File: config.mk
export PLATFORM = sky130hd
export DESIGN_NAME = chip8_mem_arbiter
export DESIGN_NICKNAME = d
export VERILOG_FILES = /design/src/rtl/chip8_mem_arbiter.sv
export SDC_FILE = /design/constraint.sdc
export NUM_CORES = 1
export LEC_CHECK = 0
export CAP_MARGIN = 20
export CORE_ASPECT_RATIO = 0.8
export CORE_MARGIN = 2
export CORE_UTILIZATION = 22
export CTS_BUF_LIST = sky130_fd_sc_hd__clkbuf_16
export DETAILED_ROUTE_END_ITERATION = 8
export PLACE_DENSITY = 0.87
export SLEW_MARGIN = 20
export SYNTH_ARGS = -nofsm -noshare
export SYNTH_HDL_FRONTEND = slang
export SYNTH_SLANG_ARGS = --single-unit
File: constraint.sdc
create_clock -name clk -period 1.73 [get_ports clk]
set_clock_uncertainty 0.05 [all_clocks]
set_input_delay 0.346 -clock clk [delete_from_list [all_inputs] [get_ports clk]]
set_output_delay 0.346 -clock clk [all_outputs]
set_load 0.01 [all_outputs]
File: src/rtl/chip8_mem_arbiter.sv
// Arbiter for the shared single-port CHIP-8 RAM: loader priority, CPU/GPU round-robin,
// per-master lock for multi-byte bursts, and a registered one-cycle read-valid strobe.
module chip8_mem_arbiter #(
  parameter int ADDR_W = 12,
  parameter int DATA_W = 8
) (
  input  logic              clk,
  input  logic              reset,
  input  logic              ld_req,
  input  logic              ld_we,
  input  logic              ld_lock,
  input  logic [ADDR_W-1:0] ld_addr,
  input  logic [DATA_W-1:0] ld_wdata,
  output logic              ld_gnt,
  output logic              ld_rvalid,
  input  logic              cpu_req,
  input  logic              cpu_we,
  input  logic              cpu_lock,
  input  logic [ADDR_W-1:0] cpu_addr,
  input  logic [DATA_W-1:0] cpu_wdata,
  output logic              cpu_gnt,
  output logic              cpu_rvalid,
  input  logic              gpu_req,
  input  logic              gpu_we,
  input  logic              gpu_lock,
  input  logic [ADDR_W-1:0] gpu_addr,
  input  logic [DATA_W-1:0] gpu_wdata,
  output logic              gpu_gnt,
  output logic              gpu_rvalid,
  output logic [DATA_W-1:0] rdata,
  output logic              mem_en,
  output logic              mem_we,
  output logic [ADDR_W-1:0] mem_addr,
  output logic [DATA_W-1:0] mem_wdata,
  input  logic [DATA_W-1:0] mem_rdata,
  output logic [1:0]        dbg_owner,
  output logic              dbg_rr
);

  // Handshake: a master raises x_req with x_we/x_addr/x_wdata/x_lock stable and holds them
  // until x_gnt; the access commits at the rising edge where x_gnt is high. A granted read
  // is answered by x_rvalid (with rdata) for exactly the following cycle.

  typedef enum logic [1:0] {
    OWN_NONE = 2'd0,
    OWN_LD   = 2'd1,
    OWN_CPU  = 2'd2,
    OWN_GPU  = 2'd3
  } owner_t;

  owner_t            owner_q, owner_d;
  owner_t            win;
  logic              rr_q, rr_d;
  logic [2:0]        rd_pend_q, rd_pend_d;  // bit 0 = ld, 1 = cpu, 2 = gpu
  logic              owner_req;
  logic              win_lock;

  always_ff @(posedge clk or negedge reset) begin
    if (!reset) begin
      owner_q   <= OWN_NONE;
      rr_q      <= 1'b0;
      rd_pend_q <= 3'b000;
    end else begin
      owner_q   <= owner_d;
      rr_q      <= rr_d;
      rd_pend_q <= rd_pend_d;
    end
  end

  // Winner selection; nothing is granted while reset is asserted.
  always_comb begin
    win       = OWN_NONE;
    owner_req = 1'b0;
    case (owner_q)
      OWN_LD:  owner_req = ld_req;
      OWN_CPU: owner_req = cpu_req;
      OWN_GPU: owner_req = gpu_req;
      default: owner_req = 1'b0;
    endcase
    if (reset) begin
      if (owner_req)                win = owner_q;
      else if (ld_req)              win = OWN_LD;
      else if (cpu_req && gpu_req)  win = rr_q ? OWN_GPU : OWN_CPU;
      else if (cpu_req)             win = OWN_CPU;
      else if (gpu_req)             win = OWN_GPU;
    end
  end

  always_comb begin
    mem_en    = 1'b0;
    mem_we    = 1'b0;
    mem_addr  = '0;
    mem_wdata = '0;
    win_lock  = 1'b0;
    ld_gnt    = 1'b0;
    cpu_gnt   = 1'b0;
    gpu_gnt   = 1'b0;
    owner_d   = owner_req ? owner_q : OWN_NONE;
    rr_d      = rr_q;
    rd_pend_d = 3'b000;
    case (win)
      OWN_LD: begin
        ld_gnt    = 1'b1;
        mem_en    = 1'b1;
        mem_we    = ld_we;
        mem_addr  = ld_addr;
        mem_wdata = ld_wdata;
        win_lock  = ld_lock;
        rd_pend_d = ld_we ? 3'b000 : 3'b001;
      end
      OWN_CPU: begin
        cpu_gnt   = 1'b1;
        mem_en    = 1'b1;
        mem_we    = cpu_we;
        mem_addr  = cpu_addr;
        mem_wdata = cpu_wdata;
        win_lock  = cpu_lock;
        rr_d      = 1'b1;
        rd_pend_d = cpu_we ? 3'b000 : 3'b010;
      end
      OWN_GPU: begin
        gpu_gnt   = 1'b1;
        mem_en    = 1'b1;
        mem_we    = gpu_we;
        mem_addr  = gpu_addr;
        mem_wdata = gpu_wdata;
        win_lock  = gpu_lock;
        rr_d      = 1'b0;
        rd_pend_d = gpu_we ? 3'b000 : 3'b100;
      end
      default: ;
    endcase
    if (win != OWN_NONE) owner_d = win_lock ? win : OWN_NONE;
  end

  assign ld_rvalid  = rd_pend_q[0];
  assign cpu_rvalid = rd_pend_q[1];
  assign gpu_rvalid = rd_pend_q[2];
  assign rdata      = mem_rdata;
  assign dbg_owner  = owner_q;
  assign dbg_rr     = rr_q;

endmodule

# --- After elaboration in Yosys (flattened, before gate mapping) ---
# Cells that the tools add are included.
totals:
  reg_bits: 6
  word_cells: 38
classes:
  mux: 24
  n_eq_ne: 7
  n_reduce_logical: 4
op_table:
  columns: ["cell", "count"]
  rows:
  - ["case mux 12 bit (3 select lines)", 1]
  - ["case mux 8 bit (3 select lines)", 1]
  - ["2-to-1 mux 2 bit", 10]
  - ["case mux 1 bit (3 select lines)", 3]
  - ["case mux 3 bit (3 select lines)", 1]
  - ["== test 2 bit (second input constant)", 4]
  - ["2-to-1 mux 1 bit", 6]
  - ["== test 2 x 1 -> 1 bit (second input constant)", 2]
  - ["nonzero test 2 bit", 2]
  - ["2-to-1 mux 3 bit", 1]
  - ["OR reduction 3 bit", 1]
  - ["inequality test 2 x 1 -> 1 bit (second input constant)", 1]
  - ["case mux 1 bit (2 select lines)", 1]
  - ["logical AND 1 bit", 1]

# --- Longest topological paths before layout ---
# Gate-level depths: netlist of run 1.
depth:
  word_depth: 10
  mapped_depth: 5
  ltp_nobuf: 4

# --- Worst setup path before layout of run 1 ---
# OpenSTA, ideal clock, no wires.
synth_path:
  path_kind: "register to output"
  start: "register owner_q[1], in the netlist dbg_owner[1]"
  end: "output mem_addr[0]"
  path_slack_ns: -0.275
  path_buffers: 1
  t_required_ns: 1.334
  stages_incl_launch_ff: 6
  t_arrival_ns: 1.609
  path_cell_list: "dfrtp_1 -> or4b_4 -> nand3_4 -> buf_12 -> mux2i_1 -> o2bb2ai_1"
synth_via:
  elab_chain_len: 6
  word_cells_on_any_way: 10
  classes_between: "eq/ne (6); mux (4)"
synth_lines:
  columns: ["item", "line", "source"]
  rows:
  - ["start, declared", "51", "owner_t owner_q, owner_d;"]
  - ["start signal, assigned", "64", "owner_q <= owner_d;"]
  - ["== test 2 bit / == test 2 x 1 -> 1 bit (equally long branches)", "74", "case (owner_q)"]
  - ["case mux 1 bit (3 select lines)", "74", null]
  - ["2-to-1 mux 2 bit *", "81", "if (owner_req) win = owner_q;"]
  - ["2-to-1 mux 2 bit *", "80", "if (reset) begin"]
  - ["== test 2 bit / == test 2 x 1 -> 1 bit (equally long branches)", "101", "case (win)"]
  - ["case mux 12 bit (3 select lines) *", "101", null]
  - ["end, declared", "33", "output logic [ADDR_W-1:0] mem_addr,"]
# Every way passes the cells marked *; elsewhere a longest branch is shown, timed or not.

# --- Worst setup path in the final report of run 1 ---
layout_path:
  start: "register owner_q[1], in the netlist dbg_owner[1]"
  end: "output mem_wdata[2]"
layout_via:
  elab_chain_len: 6
  word_cells_on_any_way: 10
  classes_between: "eq/ne (6); mux (4)"
layout_lines:
  columns: ["item", "line", "source"]
  rows:
  - ["== test 2 bit / == test 2 x 1 -> 1 bit (equally long branches)", "74", null]
  - ["case mux 1 bit (3 select lines)", "74", null]
  - ["2-to-1 mux 2 bit *", "81", null]
  - ["2-to-1 mux 2 bit *", "80", null]
  - ["== test 2 bit / == test 2 x 1 -> 1 bit (equally long branches)", "101", null]
  - ["case mux 8 bit (3 select lines) *", "101", null]
  - ["end, declared", "34", "output logic [DATA_W-1:0] mem_wdata,"]
# Marked as above.

==> parameters.txt, run 1 <==
Parameter                              Value

Outcome
  Run status    finished, violations left
  Violated checks    setup timing

Clocking
  TritonCTS buffer count    3
  Cts-stage hold buffer count    0
  CTS clk-pin slew, worst paths    0.04 ns
  Worst-skew pair later-pin latency    around 0.23 ns
  Number of H-tree levels    1
  Total clock sinks    6
  Number of buffers between clock root and the deepest sink    2
  Root buffer cell    sky130_fd_sc_hd__clkbuf_16
  Clock tree from TritonCTS    yes

Placement
  Area post-placement    2110 sq um
  Quantity of I/O buffers inserted on ports    roughly 100
  Worst setup slack before clock tree synthesis    -1.12 ns
  Post-detail-place hpwl    2780 microns
  Final weighted congestion of routability-driven global placement    approximately 0.77

Drt
  Detail-routed via count per cell    ~4.6
  Total routed wirelength    3780 microns
  Number of antenna-violating nets in the routed design    0
  Average detailed-routed wire length per instance    13.8 microns
  Via count    1247
  First DRT Iteration DRCs    27
  Number of detailed-routing iterations run before antenna repair    4
  DR DRC count    0

Cells and area
  Share of layout cells above drive strength 1    0.388
  Fill cell total of the finished layout    338
  Number of nets in the finished design    about 300
  P&R area growth vs syn    160%
  Post-layout instance area    2270 sq um
  Post-layout utilization of the core    0.596
  Diodes inserted    0

Floorplanning
  Height of the die    60.3 microns
  Effective utilization at floorplan    0.229
  Ports    118
  Die Width    74.4 microns
  Area of the die    4490 sq um
  # rows    20
  Core area    3800 sq um

Timing
  Actual slew at the worst max-slew pin    0.317 ns
  Maximum clock rate    0.418 GHz
  Final Hold Vio Count    0
  Unrepaired setup endpoints after global routing    yes
  Slew margin rel.    0.789
  Total negative slack    -14.68 ns
  Number of pins with negative max-slew slack in the final report    0
  Worst path setup slack after routing    -0.663 ns
  Final worst path period share    1.38
  Setup Viol. Count Final    27
  Crit path time final    2.39 ns

Global routing
  Overall overflow remaining after global route    0
  Antenna violations before repair    0
  Largest net degree at the start of global routing    25
  First-pass GRT wire length    approximately 5600 microns
  Number of global-route vias before repair    1224
  GRT Total Usage    0.164

Synth
  Mean cell area of the mapped netlist    9.69 sq um
  Number of flops mapped to enable cells by yosys    0
  Area of the mapped netlist    872 sq um
  Top area cells in the synthesized netlist    sky130_fd_sc_hd__mux2i_1 (28%), sky130_fd_sc_hd__o2bb2ai_1 (21%), sky130_fd_sc_hd__dfrtp_1 (17%)
  Cell type with the highest aggregate area in the netlist    sky130_fd_sc_hd__mux2i_1
  Distinct cell type count after synthesis    26
  Post-Syn Instances    90
  Post-synthesis async set-or-reset flop share    1.00
  Most common cell in the synthesized netlist    sky130_fd_sc_hd__mux2i_1
  Post-synth net total    169
  Sequential fraction of the synthesis area    0.172
  Synth Flop Type    sky130_fd_sc_hd__dfrtp_1
  Share of Yosys cell area claimed by the top area cell type    0.275
  FF+latch count, synth    6
  Leading post-synthesis cells by instance count    sky130_fd_sc_hd__mux2i_1 (24), sky130_fd_sc_hd__o2bb2ai_1 (21), sky130_fd_sc_hd__buf_4 (8), sky130_fd_sc_hd__dfrtp_1 (6), sky130_fd_sc_hd__inv_1 (3)
  Number of warnings issued by yosys    0

Pwr
  Worst IR Drop VDD    between 0.0004 and 0.0005 V
  Power per cell area    556 nW/um^2
  Static Leak    1.00 nW

Worst setup path
  Critical Path RT    1.33 ns
  CP Data Arrival Time    2.00 ns
  Type of element capturing the critical path    output pin
  Crit Path Category    flip-flop to output pin
  Worst setup SP type    flip-flop
  Highest fanout seen on the critical path    7

Run
  Number of max-cap violations    0

Hold path
  Worst hold-check path type    primary input to asynchronous set/reset pin
## metal layers
layer | global-route usage | vias up | wire length (microns)
met5 | 0 | - | 0
met4 | 0.0536 | 0 | 26
met3 | 0.0253 | 2 | 260
met2 | 0.308 | 57 | 2050
met1 | 0.190 | 583 | 1440
li1 | - | 605 | -
## worst max-delay path: stages, from the launching register on
cell and delay (ns):
sky130_fd_sc_hd__dfrtp_2 0.41, sky130_fd_sc_hd__or4b_4 0.54, sky130_fd_sc_hd__nand3_4 0.15, sky130_fd_sc_hd__buf_12 0.15
sky130_fd_sc_hd__buf_12 0.11, sky130_fd_sc_hd__mux2i_1 0.19, sky130_fd_sc_hd__o2bb2ai_1 0.08, sky130_fd_sc_hd__buf_2 0.14
## metrics by stage
stage	std cells	total power (W)	hold slack, ns
after floorplan	90	0.000447	0.000409
after global placement	257	0.000832	0.578
after global routing	274	0.00132	0.216
final	274	0.00126	0.188
after CTS	272	0.00124	0.196
after detailed placement	257	0.000842	0.623
## what timing repair did
| action | in CTS | in global routing |
|---|---|---|
| cloned | 1 | 0 |
| setup buffers | 10 | 4 |
| pin swaps | 8 | 12 |
| gates resized for setup | 111 | 15 |
| endpoints found under the setup margin | 32 | 30 |
## power breakdown
part | leakage [nW] | internal (W) | total (W) | switching [W]
clock network | 0.0423 | 0.000300 | 0.000383 | 0.0000829
registers | 0.0757 | 0.000155 | 0.000164 | 0.00000942
logic | 0.883 | 0.000448 | 0.000713 | 0.000265
## sequential cells by signal, indices dropped and copies added, names as in the netlist
name       cells
dbg_rr         1
rd_pend_q      3
dbg_owner      2
## layout make-up
type,count,area (sq um),share of cell area
clock buffer,3,75.1,0.0331
multi-input combinational,67,663,0.292
sequential,6,153,0.0673
inverter,3,11.3,0.00497
timing repair buffer,139,1290,0.570
clock inverter,1,3.75,0.00166
tap,55,68.8,0.0304
## cells by family (layout without fill, tap and decap cells)
family                 Yosys count  count (layout)  synth area share
multiplexers                    24              24             0.275
buffers and inverters           17             146             0.148
flip-flops                       6               6             0.172
AO/OA/AOI/OAI                   31              31             0.300
AND/OR/NAND/NOR                 12              12             0.105
## path summary, 6_finish.rpt
path,from,slack (ns),to,cells after the start
min in group clk,cpu_req,0.60,dbg_owner[1]$_DFFE_PN0P_,3
worst max-delay path,dbg_owner[1]$_DFFE_PN0P_,-0.66,mem_wdata[2],7
worst min register to register,dbg_rr$_DFFE_PN0N_,0.63,dbg_rr$_DFFE_PN0N_,3
worst min-delay path,reset,0.19,dbg_owner[0]$_DFFE_PN0P_,2
worst max register to register,dbg_owner[1]$_DFFE_PN0P_,-0.07,dbg_owner[1]$_DFFE_PN0P_,6
max in group asynchronous,reset,1.33,dbg_owner[0]$_DFFE_PN0P_,2
## placed cells by master (no fill, tap or decap), drive strengths merged, types with 2 or more instances in the layout
cell type,count
a21oi,2
buf,61
clkbuf,4
clkdlybuf4s15,3
clkdlybuf4s50,70
dfrtp,6
dlygate4sd2,4
inv,4
mux2i,24
nor2,2
nor3,2
o21a,2
o2bb2ai,21
(Power assumes the default switching activity.)
==> inputs of run 2 (changes only) <==
CORE_MARGIN = 5   (was 2)
SLEW_MARGIN = default   (was 20)
TNS_END_PERCENT = 30   (was default)
==> run 2 against run 1 <==
Effect of this change:
- the run still ends with setup timing left
- register-to-register slack got worse by 0.18 ns
- flip-flop and latch count unchanged
- largest power group unchanged
- maximum frequency increased by 0.23%
- critical endpoint is now mem_addr[10]
- global-route usage decreased by 0.47 points
- setup slack improved by 0.0055 ns
- combinational power decreased by 3.8%
- core utilization decreased by 2.3 points
- total power decreased by 2.3%
- design area decreased by 3.9%
- highest routed layer unchanged
==> parameters.txt, run 2 (synthesis gave the netlist of run 1 again) <==
Parameter                              Value

Drt
  Detail-routed via count per cell    4.52 (-0.59%)
  Number of antenna-violating nets in the routed design    0 (unchanged)
  First DRT Iteration DRCs    26 (-3.7%)
  Via count    1208 (-3.1%)
  Average detailed-routed wire length per instance    15.7 microns (+14%)
  DR DRC count    0 (unchanged)
  Total routed wirelength    4200 microns (+11%)
  Number of detailed-routing iterations run before antenna repair    4 (unchanged)

Clocking
  Worst-skew pair later-pin latency    0.23 ns (about the same)
  Cts-stage hold buffer count    0 (unchanged)
  Root buffer cell    sky130_fd_sc_hd__clkbuf_16
  Clock tree from TritonCTS    yes
  Total clock sinks    6 (unchanged)
  CTS clk-pin slew, worst paths    0.03 ns (about the same)
  Number of buffers between clock root and the deepest sink    2 (unchanged)
  Number of H-tree levels    1 (unchanged)
  TritonCTS buffer count    3 (unchanged)

Cells and area
  Fill cell total of the finished layout    367 (+8.6%)
  Register bank with the most flops    rd_pend_q
  Number of nets in the finished design    292 (-2.3%)
  P&R area growth vs syn    150%
  Flip-flop count of the largest register, all copies and words added    3 (unchanged)
  Share of layout cells above drive strength 1    0.340 (-0.0485)
  Commonest cells after routing, fill and taps aside    sky130_fd_sc_hd__clkdlybuf4s50_1 (70), sky130_fd_sc_hd__buf_2 (23), sky130_fd_sc_hd__mux2i_1 (21)
  Most common library cell in the layout ignoring fill and taps    sky130_fd_sc_hd__clkdlybuf4s50_1
  Diodes inserted    0 (unchanged)
  Post-layout utilization of the core    0.573 (-0.0230)

Worst setup path
  Slack of the worst reg-to-reg path    -0.25 ns (-0.18 ns)
  Critical path buffers and inverters    3 (unchanged)
  R2R Path Start    dbg_owner[1]$_DFFE_PN0P_
  Crit Path Category    flip-flop to output pin
  Reg-to-Reg End    dbg_owner[1]$_DFFE_PN0P_
  CP Data Arrival Time    1.99 ns (about the same)
  Cells traversed along the worst timing path    or4b_4 > nand3_4 > buf_12 > buf_6 > mux2i_1 > o2bb2ai_1 > buf_2
  Critical Path RT    1.33 ns (about the same)
  Worst stage delay on the critical path    0.56 ns (+0.02 ns)
  Number of cells on the worst reg-to-reg path    7 (+1)
  Highest fanout seen on the critical path    4 (-3)
  Type of element capturing the critical path    output pin
  Worst Setup SP    dbg_owner[1]$_DFFE_PN0P_
  Crit path max-delay family    simple AND/OR/NAND/NOR gates
  Critical-path top delay cell    sky130_fd_sc_hd__or4b_4
  Worst setup SP type    flip-flop

Timing
  Final worst path period share    1.38 (-0.00320)
  Worst path setup slack after routing    -0.657 ns (+0.00554 ns)
  Number of pins with negative max-slew slack in the final report    0 (unchanged)
  Setup Viol. Count Final    26 (-3.7%)
  Unrepaired setup endpoints after global routing    yes
  Final Hold Vio Count    0 (unchanged)
  Slew margin rel.    0.799 (+0.0103)
  Crit path time final    2.39 ns (-0.00554 ns)
  Maximum clock rate    0.419 GHz (+0.23%)
  Actual slew at the worst max-slew pin    0.300 ns (-0.0164 ns)

Pwr
  Total chip power    0.00123 W (-2.3%)
  Power per cell area    565 nW/um^2 (+1.7%)
  Worst IR Drop VDD    0.000319 V (-26%)
  Static Leak    0.956 nW (-4.5%)

Global routing
  Largest net degree at the start of global routing    25 (unchanged)
  First-pass GRT wire length    6440 microns (+14%)
  Number of global-route vias before repair    1311 (+7.1%)
  GRT Total Usage    0.159 (-0.00473)
  Overall overflow remaining after global route    0 (unchanged)
  Antenna violations before repair    0 (unchanged)

Floorplanning
  Ports    118 (unchanged)
  Die Width    80.4 microns (+8.1%)
  # rows    20 (unchanged)
  Effective utilization at floorplan    0.229 (unchanged)
  Core area    3800 sq um (unchanged)
  Area of the die    5330 sq um (+19%)
  Height of the die    66.3 microns (+9.9%)

Outcome
  Violated checks    setup timing
  Run status    finished, violations left

Placement
  Quantity of I/O buffers inserted on ports    101 (unchanged)
  Final weighted congestion of routability-driven global placement    0.844 (+10%)
  Post-detail-place hpwl    3210 microns (+15%)

Run
  Number of max-cap violations    0 (unchanged)

Hold path
  Worst hold-check path type    primary input to asynchronous set/reset pin
[run 2: changes by cell type in the layout (fill, tap and decap cells not counted), sizes merged]
| cell | previous run | this run |
|---|---|---|
| dlygate4sd2 | 4 | 6 |
| buf | 61 | 55 |
| clkbuf | 4 | 3 |
| clkdlybuf4s15 | 3 | 1 |
[run 2: timing repair]
| action | in CTS | in global routing |
|---|---|---|
| setup buffers | 10 | 0 |
| pin swaps | 5 | 6 |
| cloned | 2 | 0 |
| endpoints found under the setup margin | 31 | 29 |
| gates resized for setup | 122 | 6 |
[run 2: how the worst max path moves through the flow]
stage	cells after the start	slack, ns	to
global route	7	-0.75	mem_addr[10]
floorplan	5	-0.23	mem_addr[0]
detailed placement	6	-1.14	mem_we
global placement	6	-1.12	mem_we
finish	7	-0.66	mem_addr[10]
CTS	7	-0.63	mem_wdata[7]
[run 2: routing by layer]
metal | vias up | routed length, microns | track usage
li1 | 589 | - | -
met1 | 543 | 1480 | 0.157
met2 | 65 | 2170 | 0.299
met3 | 11 | 473 | 0.0599
met4 | 0 | 85 | 0.0654
met5 | - | 0 | 0
[run 2: power by group]
part | leakage, nW | internal (W) | total [W] | switching (W)
combinational | 0.837 | 0.000425 | 0.000686 | 0.000260
clock | 0.0423 | 0.000300 | 0.000382 | 0.0000823
sequential | 0.0770 | 0.000154 | 0.000164 | 0.00000967
total | 0.956 | 0.000879 | 0.00123 | 0.000352
[run 2: area by class of cell]
type	count	area [sq um]	area share
Multi-Input combinational cell	67	646	0.296
Tap cell	55	68.8	0.0316
Inverter	3	11.3	0.00517
Sequential cell	6	151	0.0695
Clock buffer	3	75.1	0.0344
Timing Repair Buffer	132	1220	0.561
Clock inverter	1	3.75	0.00172
[run 2: worst reg2reg max path, stage by stage (launching register included)]
cell                      delay (ns)
sky130_fd_sc_hd__dfrtp_2        0.40
sky130_fd_sc_hd__or4b_4         0.56
sky130_fd_sc_hd__nand3_4        0.10
sky130_fd_sc_hd__buf_12         0.12
sky130_fd_sc_hd__buf_8          0.13
sky130_fd_sc_hd__buf_6          0.12
sky130_fd_sc_hd__mux2i_2        0.22
sky130_fd_sc_hd__o32ai_1        0.13
[run 2: through the flow]
step	cell area (sq um)	worst slack, ns	setup TNS, ns	std cells	hold WS (ns)
after floorplan	885	-0.232	-4.44	90	0.000409
after detailed placement	2080	-1.14	-28.78	256	0.603
after global routing	2180	-0.746	-16.35	267	0.195
final	2180	-0.657	-14.73	267	0.186
after CTS	2190	-0.626	-14.94	268	0.195
after global placement	2080	-1.12	-28.00	256	0.585
